`src/rtl/lsu_pkg.sv`:
```
// Shared types and helpers for the load/store bus bridge.
package lsu_pkg;

    typedef enum logic [1:0] {
        IDLE = 2'b00,
        REQ  = 2'b01,
        DONE = 2'b10,
        ERR  = 2'b11
    } state_t;

    localparam logic [1:0] SZ_B = 2'b00;
    localparam logic [1:0] SZ_H = 2'b01;
    localparam logic [1:0] SZ_W = 2'b10;

    function automatic logic is_misaligned(input logic [1:0] size, input logic [1:0] off);
        logic mis;
        case (size)
            SZ_B:    mis = 1'b0;
            SZ_H:    mis = off[0];
            default: mis = (off != 2'b00);
        endcase
        return mis;
    endfunction

endpackage

```
`src/rtl/lsu_bus_bridge_lane_align.sv`:
```
// Byte-lane formatting: store byte enables / replication, or load shift and extension.
import lsu_pkg::*;

module lsu_bus_bridge_lane_align (
    input  logic        load_i,
    input  logic [1:0]  size_i,
    input  logic [1:0]  off_i,
    input  logic        uns_i,
    input  logic [31:0] data_i,
    output logic [3:0]  be_o,
    output logic [31:0] data_o
);

    logic [31:0] shifted_s;
    logic [31:0] st_s;
    logic [31:0] ld_s;

    // Lane selection and extension for the requested access size
    always_comb begin
        shifted_s = data_i >> {off_i, 3'b000};
        case (size_i)
            SZ_B: begin
                be_o = 4'b0001 << off_i;
                st_s = {4{data_i[7:0]}};
                ld_s = {{24{shifted_s[7] & ~uns_i}}, shifted_s[7:0]};
            end
            SZ_H: begin
                be_o = 4'b0011 << off_i;
                st_s = {2{data_i[15:0]}};
                ld_s = {{16{shifted_s[15] & ~uns_i}}, shifted_s[15:0]};
            end
            default: begin
                be_o = 4'b1111;
                st_s = data_i;
                ld_s = data_i;
            end
        endcase
        data_o = load_i ? ld_s : st_s;
    end

endmodule

```
`src/rtl/lsu_bus_bridge.sv`:
```
// Bridges the core's combinational data-memory request onto a registered valid/ready bus,
// stalling the core until the transfer completes, errors or times out.
import lsu_pkg::*;

module lsu_bus_bridge #(
    parameter int TIMEOUT_CYCLES = 255,
    parameter int ADDR_WIDTH     = 32
) (
    input  logic                  clk,
    input  logic                  reset,
    input  logic                  req_read,
    input  logic                  req_write,
    input  logic [ADDR_WIDTH-1:0] req_addr,
    input  logic [31:0]           req_wdata,
    input  logic [2:0]            req_funct,
    output logic                  stall,
    output logic [31:0]           rdata,
    output logic                  misalign_err,
    output logic                  access_err,
    output logic                  bus_valid,
    output logic                  bus_we,
    output logic [ADDR_WIDTH-1:0] bus_addr,
    output logic [31:0]           bus_wdata,
    output logic [3:0]            bus_be,
    input  logic                  bus_ready,
    input  logic [31:0]           bus_rdata,
    input  logic                  bus_err
);

    localparam int CNT_W = ($clog2(TIMEOUT_CYCLES + 1) > 8) ? $clog2(TIMEOUT_CYCLES + 1) : 8;
    localparam logic [CNT_W-1:0] CNT_LAST = CNT_W'(TIMEOUT_CYCLES - 1);

    state_t                  state_q, state_d;
    logic [CNT_W-1:0]        cnt_q, cnt_d;
    logic                    valid_q, valid_d;
    logic                    we_q, we_d;
    logic [ADDR_WIDTH-1:0]   addr_q, addr_d;
    logic [31:0]             wdata_q, wdata_d;
    logic [3:0]              be_q, be_d;
    logic [31:0]             rdata_q, rdata_d;
    logic                    mis_q, mis_d;
    logic                    acc_q, acc_d;
    logic [1:0]              off_q, off_d;
    logic [1:0]              size_q, size_d;
    logic                    uns_q, uns_d;
    logic [1:0]              req_size_s;
    logic [3:0]              st_be_s;
    logic [31:0]             st_data_s;
    logic [3:0]              ld_be_unused_s;
    logic [31:0]             ld_data_s;
    logic                    stall_s;

    assign req_size_s = req_funct[1] ? SZ_W : req_funct[1:0];

    lsu_bus_bridge_lane_align u_store_align (
        .load_i (1'b0),
        .size_i (req_size_s),
        .off_i  (req_addr[1:0]),
        .uns_i  (req_funct[2]),
        .data_i (req_wdata),
        .be_o   (st_be_s),
        .data_o (st_data_s)
    );

    lsu_bus_bridge_lane_align u_load_align (
        .load_i (1'b1),
        .size_i (size_q),
        .off_i  (off_q),
        .uns_i  (uns_q),
        .data_i (bus_rdata),
        .be_o   (ld_be_unused_s),
        .data_o (ld_data_s)
    );

    // Next-state and registered-output logic
    always_comb begin
        state_d = state_q;
        cnt_d   = cnt_q;
        valid_d = valid_q;
        we_d    = we_q;
        addr_d  = addr_q;
        wdata_d = wdata_q;
        be_d    = be_q;
        rdata_d = rdata_q;
        mis_d   = 1'b0;
        acc_d   = 1'b0;
        off_d   = off_q;
        size_d  = size_q;
        uns_d   = uns_q;
        case (state_q)
            IDLE: begin
                if (req_read | req_write) begin
                    if (is_misaligned(req_size_s, req_addr[1:0])) begin
                        state_d = ERR;
                        mis_d   = 1'b1;
                        rdata_d = 32'h0000_0000;
                    end else begin
                        state_d = REQ;
                        valid_d = 1'b1;
                        we_d    = req_write & ~req_read;
                        addr_d  = {req_addr[ADDR_WIDTH-1:2], 2'b00};
                        wdata_d = st_data_s;
                        be_d    = st_be_s;
                        off_d   = req_addr[1:0];
                        size_d  = req_size_s;
                        uns_d   = req_funct[2];
                        cnt_d   = {CNT_W{1'b0}};
                    end
                end else begin
                    state_d = IDLE;
                end
            end
            REQ: begin
                if (bus_ready & ~bus_err) begin
                    state_d = DONE;
                    valid_d = 1'b0;
                    rdata_d = we_q ? rdata_q : ld_data_s;
                end else if (bus_ready | (cnt_q == CNT_LAST)) begin
                    state_d = ERR;
                    valid_d = 1'b0;
                    acc_d   = 1'b1;
                    rdata_d = 32'h0000_0000;
                end else if (cnt_q != {CNT_W{1'b1}}) begin
                    cnt_d = cnt_q + {{(CNT_W-1){1'b0}}, 1'b1};
                end else begin
                    cnt_d = cnt_q;
                end
            end
            DONE:    state_d = IDLE;
            ERR:     state_d = IDLE;
            default: state_d = IDLE;
        endcase
    end

    // State and output registers with synchronous active-low reset
    always_ff @(posedge clk) begin
        if (!reset) begin
            state_q <= IDLE;
            cnt_q   <= {CNT_W{1'b0}};
            valid_q <= 1'b0;
            we_q    <= 1'b0;
            addr_q  <= {ADDR_WIDTH{1'b0}};
            wdata_q <= 32'h0000_0000;
            be_q    <= 4'b0000;
            rdata_q <= 32'h0000_0000;
            mis_q   <= 1'b0;
            acc_q   <= 1'b0;
            off_q   <= 2'b00;
            size_q  <= SZ_B;
            uns_q   <= 1'b0;
        end else begin
            state_q <= state_d;
            cnt_q   <= cnt_d;
            valid_q <= valid_d;
            we_q    <= we_d;
            addr_q  <= addr_d;
            wdata_q <= wdata_d;
            be_q    <= be_d;
            rdata_q <= rdata_d;
            mis_q   <= mis_d;
            acc_q   <= acc_d;
            off_q   <= off_d;
            size_q  <= size_d;
            uns_q   <= uns_d;
        end
    end

    // Core stall: held through acceptance and the bus wait, released in DONE/ERR
    always_comb begin
        if (!reset) begin
            stall_s = 1'b0;
        end else begin
            case (state_q)
                IDLE:    stall_s = req_read | req_write;
                REQ:     stall_s = 1'b1;
                default: stall_s = 1'b0;
            endcase
        end
    end

    assign stall        = stall_s;
    assign rdata        = rdata_q;
    assign misalign_err = mis_q;
    assign access_err   = acc_q;
    assign bus_valid    = valid_q;
    assign bus_we       = we_q;
    assign bus_addr     = addr_q;
    assign bus_wdata    = wdata_q;
    assign bus_be       = be_q;

endmodule

```
`config.mk`:
```
export PLATFORM = sky130hd
export DESIGN_NAME = lsu_bus_bridge
export DESIGN_NICKNAME = d
export VERILOG_FILES = /design/src/rtl/lsu_pkg.sv /design/src/rtl/lsu_bus_bridge_lane_align.sv /design/src/rtl/lsu_bus_bridge.sv
export SDC_FILE = /design/constraint.sdc
export NUM_CORES = 1
export LEC_CHECK = 0
export CORE_MARGIN = 5
export CORE_UTILIZATION = 49
export CTS_BUF_LIST = sky130_fd_sc_hd__clkbuf_4 sky130_fd_sc_hd__clkbuf_8
export CTS_CLUSTER_DIAMETER = 40
export DETAILED_ROUTE_END_ITERATION = 10
export GPL_TIMING_DRIVEN = 1
export PLACE_DENSITY = 0.89
export SLEW_MARGIN = 10
export SYNTH_ARGS = -nofsm -noshare
export SYNTH_HDL_FRONTEND = slang
export SYNTH_SLANG_ARGS = --single-unit
```
`constraint.sdc`:
```
create_clock -name clk -period 3.2 [get_ports clk]
set_clock_uncertainty 0.05 [all_clocks]
set_input_delay 0.32 -clock clk [delete_from_list [all_inputs] [get_ports clk]]
set_output_delay 0.32 -clock clk [all_outputs]
set_load 0.005 [all_outputs]
```
# After elaboration in Yosys (flattened, before gate mapping)
# Index checks and enable logic that the tools add are counted.
# word_totals
regBits	117
inputBits	105
output_inout_bits	105
# classes
add_sub_neg	1
n_eq_ne	15
n_shift	3
n_mux	33
bitwise	12
reduce_logical	12
# op_table
operator	count
$pmux W32 S2	3
$mux W32	5
$mux W8	5
$shr A32 B5 Y16	1
$pmux W8 S2	1
$ne A2 B2 Y1 const B	6
$mux W2	5
$mux W1	9
$add A8 B1 Y8 const B	1
$eq A8 B8 Y1 const B	1
$ne A8 B8 Y1 const B	1
$pmux W4 S2	1
$eq A2 B1 Y1 const B	3
$logic_not A2 Y1	3
$ne A3 B3 Y1 const B	2
$not A1 Y1	6
$pmux W1 S2	3
$pmux W2 S3	1
$reduce_and A3 Y1	2
$reduce_and A6 Y1	1
$reduce_and A5 Y1	1
$and A1 B1 Y1	4
$eq A2 B2 Y1 const B	2
$reduce_and A4 Y1	1
6 further kinds	8

# Logic depth before layout (Yosys ltp)
# logic_depth
depth_word	8
depth_mapped	8

# By module
# Synthesis repeated with hierarchy kept, for this count alone.
# hier_totals
hier_cells	766
area_unflattened_um2	6289.8
# modules_own_cells
module	instances	cells_per_inst	area_per_inst_um2
lsu_bus_bridge	1	486	4230.3
lsu_bus_bridge_lane_align	2	140	1029.7

# Worst setup path before layout
# No wires, ideal clock.
# synth_timing
kind	register to register
from	reg cnt_q[0]
to	reg rdata_q[15], in the netlist rdata[15]
arrival_time_ns	1.785
required_time_ns	3.091
path_slack_ns	1.306
path_stages_with_launch	9
n_path_buf	2
cell_sequence	dfxtp_1 inv_1 ha_1 and3_1 a211oi_1 o21a_1 buf_6 buf_6 a221o_1
# synth_via
elab_chain_cells	4
# synth_rtl
element	line_no	source
start, declared	lsu_bus_bridge.sv:34	logic [CNT_W-1:0] cnt_q, cnt_d;
start signal, assigned	lsu_bus_bridge.sv:139	cnt_q <= {CNT_W{1'b0}};
start signal, assigned	lsu_bus_bridge.sv:153	cnt_q <= cnt_d;
$eq A8 B8 Y1	lsu_bus_bridge.sv:118	end else if (bus_ready | (cnt_q == CNT_LAST)) begin
$or A1 B1 Y1	lsu_bus_bridge.sv:118	
$ne A3 B3 Y1 (no source line)	n/a	
$reduce_and A5 Y1 (no source line)	n/a	
end signal, assigned	lsu_bus_bridge.sv:159	rdata_q <= rdata_d;
end, declared	lsu_bus_bridge.sv:40	logic [31:0] rdata_q, rdata_d;
# No other way between the ends.
# A chain may end at the register's enable or synchronous reset.

# Worst setup path in the final report
# layout_timing
from	reg cnt_q[0]
to	reg rdata_q[10], in the netlist rdata[10]
# The elaborated chain is that of the path after synthesis.

==> impl_summary.log <==
[metrics] maximum buffer depth of the clock tree: 2
[metrics] DRC errors left: 0
[metrics] Resized cells post-CTS: 0
[metrics] relative area change from synthesis to final layout: 49.0%
[metrics] kind of critical path: register to register
[metrics] critical path endpoint category: register
[metrics] TritonCTS clock tree: done
[metrics] Hold Path Class: input port to register
[metrics] Hold EP: bus_addr[11]
[metrics] clk sinks: ~120
[metrics] total length of routed wires: ~19000 um
[metrics] Detailed Route Iter0 Violations: between 400 and 500
[metrics] Initial DRT Pass Iterations: 5
[metrics] vias in the first global route: roughly 5800
[metrics] maximum number of pins on one net before global-route repair: just under 80
[metrics] dominant cell by count in the synthesized netlist: sky130_fd_sc_hd__nand2_1
[metrics] final-layout setup total negative slack: 0 ns
[metrics] power density relative to cell area: approximately 500 mW/mm^2
[metrics] wire length of the first global-routing pass: slightly below 30000 um
[metrics] clock latency at the later pin of the worst-skew pair: around 0.42 ns
[metrics] internal power: approximately 3 mW
[metrics] Final Max Tran Viols: 0
[metrics] status: complete, no violations
[metrics] starting density of the core: 0.495
[metrics] Max-Cap Viols: 0
[metrics] number of nets with antenna violations after detailed routing: 0
[metrics] startpoint of the worst register-to-register path: cnt_q[0]
[metrics] via density per instance: about 6
[metrics] post-layout worst setup margin: slightly below 0.5 ns
[metrics] max-slew headroom at the worst pin: 0.366
[metrics] synthesized area per cell: between 8 and 9 um^2
[metrics] pre-CTS WS: 0.500 ns
[metrics] sw power: a little over 1 mW
[metrics] sequential group share of total power: 0.405
[metrics] final setup violation count: 0
[metrics] fin crit share: 0.847
[metrics] list of most frequent post-synthesis cells: sky130_fd_sc_hd__nand2_1, sky130_fd_sc_hd__dfxtp_1, sky130_fd_sc_hd__a21oi_1
[metrics] GRT Resource Usage Total: 0.279
[metrics] I/O pins: 210
[metrics] DIE WIDTH: between 100 and 150 um
[metrics] Total Die Area: around 0.013 mm^2
[metrics] type of origin of the critical path: register
[metrics] endpoint arrival time on the critical path: around 3 ns
[metrics] Synth cell types: between 50 and 60
[metrics] area fraction in and, or, nand and nor cells after synthesis: 0.212
[metrics] die span in y: around 110 um
[metrics] leading post-synthesis cells by cell area: sky130_fd_sc_hd__dfxtp_1, sky130_fd_sc_hd__nand2_1, sky130_fd_sc_hd__a21oi_1
[metrics] fraction of layout cells with a size suffix above 1: 0.0640
[metrics] NumNets Final: 938
[metrics] count of hold-fix buffers inserted at cts: 0
[metrics] worst r2r dst: rdata[10]
[metrics] combinational family with the most area after synthesis: compound AO/OA/AOI/OAI gates
[metrics] max frequency: 369 MHz
[metrics] worst-case reg-to-reg path depth: 6
[metrics] placed wire-length estimate: 13500 um
[metrics] initial antenna violation count: 0
[metrics] Post-Synthesis Cells: about 640
[metrics] count of antenna diodes in the layout: 0
[metrics] cts bufs inserted: 17
[metrics] Tot Pwr: about 4.0 mW
[metrics] clock power share: 0.409
[metrics] vias: between 5000 and 6000
[metrics] hold depth: 3
[metrics] RSZ-0062 raised after global routing: no
[metrics] Logic pwr share: 0.186
[metrics] register bit count reported by yosys: ~120
[metrics] # rows: 38
[metrics] flop2flop setup slack: 0.49 ns
[metrics] Switching Share: 0.258
[metrics] Adder-Cell Fraction of Synth Area: 0.00470
[metrics] xor and xnor fraction of the mapped netlist area: 0.00329
[metrics] share of the yosys chip area belonging to registers: 0.440
[metrics] RD Place Congestion: 0.879
[metrics] post-route worst hold slack: between 0.3 and 0.4 ns
[metrics] proportion of synthesized area in mux cells: 0.0263
[metrics] VDD IR-drop max: 383 uV
[metrics] clock period minus worst slack: about 2.7 ns
[metrics] total number of yosys warnings: 0
[metrics] Worst Max-Slew Pin Slew: 0.951 ns
[metrics] share of async-settable or async-resettable flops after synthesis: 0
[metrics] clock root buffer: sky130_fd_sc_hd__clkbuf_8
[metrics] Routed WL per cell: 19.0 um
[metrics] Remaining Overflow, GRT: 0
[metrics] number of buffer cells added on primary ports: 207
[metrics] Leakage: between 2 and 3 nW
[metrics] most instantiated flip-flop cell in the synthesis netlist: sky130_fd_sc_hd__dfxtp_1
[metrics] cell type with the largest total area after synthesis: sky130_fd_sc_hd__dfxtp_1
[metrics] H-tree depth reported by CTS: 4
[metrics] Netlist Area Pre-Place: 0.00532 mm^2
[metrics] worst hold start: req_addr[11]
[metrics] buffer count from post-CTS setup fixing: 0
[metrics] CTS clock-pin slew for the worst setup and hold paths: approximately 0.070 ns
[metrics] largest fanout on the critical path: 27
[metrics] critical path required time: approximately 3.5 ns
[metrics] number of flops mapped to enable cells by yosys: 0
[metrics] number of endpoints with negative hold slack in the final report: 0
[metrics] post-synthesis compound-gate area fraction: 0.257
[metrics] top-area cell type share of the netlist area: 0.440
[metrics] Std-Cell Core Area: approximately 0.011 mm^2
critical path, cell delays in order, from the launching register on:
cell	delay [ns]
sky130_fd_sc_hd__dfxtp_1	0.42
sky130_fd_sc_hd__inv_1	0.11
sky130_fd_sc_hd__ha_1	0.24
sky130_fd_sc_hd__and3_1	0.22
sky130_fd_sc_hd__a211oi_1	0.48
sky130_fd_sc_hd__o21a_1	0.84
sky130_fd_sc_hd__a221o_1	0.30
layout make-up:
class	instances	area, um^2
sequential	117	2340
fill	809	2820
clock inverter	13	230
inverter	12	45.0
clock buffer	19	249
tap	140	175
multi-input combinational	460	2680
timing repair buffer	223	2200
power by group through the flow:
stage | logic (mW) | registers, mW | clock network (mW)
after floorplan | 0.332 | 1.63 | 0
final | 0.741 | 1.61 | 1.63
after global routing | 0.798 | 1.62 | 1.71
after global placement | 0.705 | 1.63 | 0
after detailed placement | 0.728 | 1.64 | 0
after CTS | 0.736 | 1.61 | 1.64
cells by family after synthesis:
| kind of cell | after synthesis |
|---|---|
| adder cells (fa/ha/maj) | 2 |
| flip-flops | 117 |
| AO/OA/AOI/OAI | 191 |
| AND/OR/NAND/NOR | 249 |
| XOR/XNOR | 2 |
| other | 1 |
| multiplexers | 14 |
| buffers and inverters | 66 |
how the worst max path moves through the flow:
stage / from / endpoint / slack, ns / cells after the start
after global routing: cnt_q[0] / rdata[9] / 0.31 / 6
after floorplan: cnt_q[0] / rdata[15] / 1.31 / 8
after global placement: req_funct[1] / rdata[15] / 0.57 / 5
after CTS: cnt_q[0] / rdata[10] / 0.57 / 6
final: cnt_q[0] / rdata[10] / 0.49 / 6
after detailed placement: req_funct[1] / rdata[10] / 0.50 / 5
registers in the layout, summed over array words and instances (netlist names):
signal / flops
uns_q: 1
off_q: 2
bus_be: 4
bus_we: 1
state_q: 2
bus_valid: 1
bus_addr: 30
misalign_err: 1
cnt_q: 8
rdata: 32
access_err: 1
size_q: 2
bus_wdata: 32
through the flow:
| step | util | instances | instance area [um^2] |
|---|---|---|---|
| floorplan | - | 643 | 5330 |
| global placement | 0.693 | 952 | 7450 |
| detailed placement | 0.693 | 952 | 7450 |
| CTS | 0.738 | 984 | 7930 |
| global route | 0.738 | 984 | 7930 |
| finish | 0.738 | 984 | 7930 |
cells in the final DEF (no fill, tap or decap), types with 4 or more instances in the layout:
| master | count |
|---|---|
| sky130_fd_sc_hd__o221ai_1 | 10 |
| sky130_fd_sc_hd__and3_1 | 13 |
| sky130_fd_sc_hd__a31oi_1 | 9 |
| sky130_fd_sc_hd__mux2i_1 | 14 |
| sky130_fd_sc_hd__a22o_1 | 8 |
| sky130_fd_sc_hd__o2111ai_1 | 5 |
| sky130_fd_sc_hd__bufinv_16 | 6 |
| sky130_fd_sc_hd__dfxtp_1 | 117 |
| sky130_fd_sc_hd__nand2b_1 | 6 |
| sky130_fd_sc_hd__a221o_1 | 24 |
| sky130_fd_sc_hd__nand3_1 | 15 |
| sky130_fd_sc_hd__inv_1 | 11 |
| sky130_fd_sc_hd__o211ai_1 | 12 |
| sky130_fd_sc_hd__clkdlybuf4s50_1 | 207 |
| sky130_fd_sc_hd__and2_1 | 10 |
| sky130_fd_sc_hd__clkbuf_8 | 17 |
| sky130_fd_sc_hd__nor3_1 | 6 |
| sky130_fd_sc_hd__nor2_1 | 31 |
| sky130_fd_sc_hd__a21oi_1 | 61 |
| sky130_fd_sc_hd__a2111o_1 | 4 |
| sky130_fd_sc_hd__a311oi_1 | 13 |
| sky130_fd_sc_hd__buf_4 | 15 |
| sky130_fd_sc_hd__nor2b_1 | 7 |
| sky130_fd_sc_hd__nand2_1 | 141 |
| sky130_fd_sc_hd__o21ai_0 | 17 |
per-layer routing:
layer  share of wire  vias up  wire length (um)  GRT usage
li1                -     2696                 -          -
met1            0.36     2713              6790      0.293
met2            0.49      358              9080      0.485
met3            0.12       47              2210      0.126
met4           0.032        0               603      0.111
met5               0        -                 0          0
(Power assumes the default switching activity.)
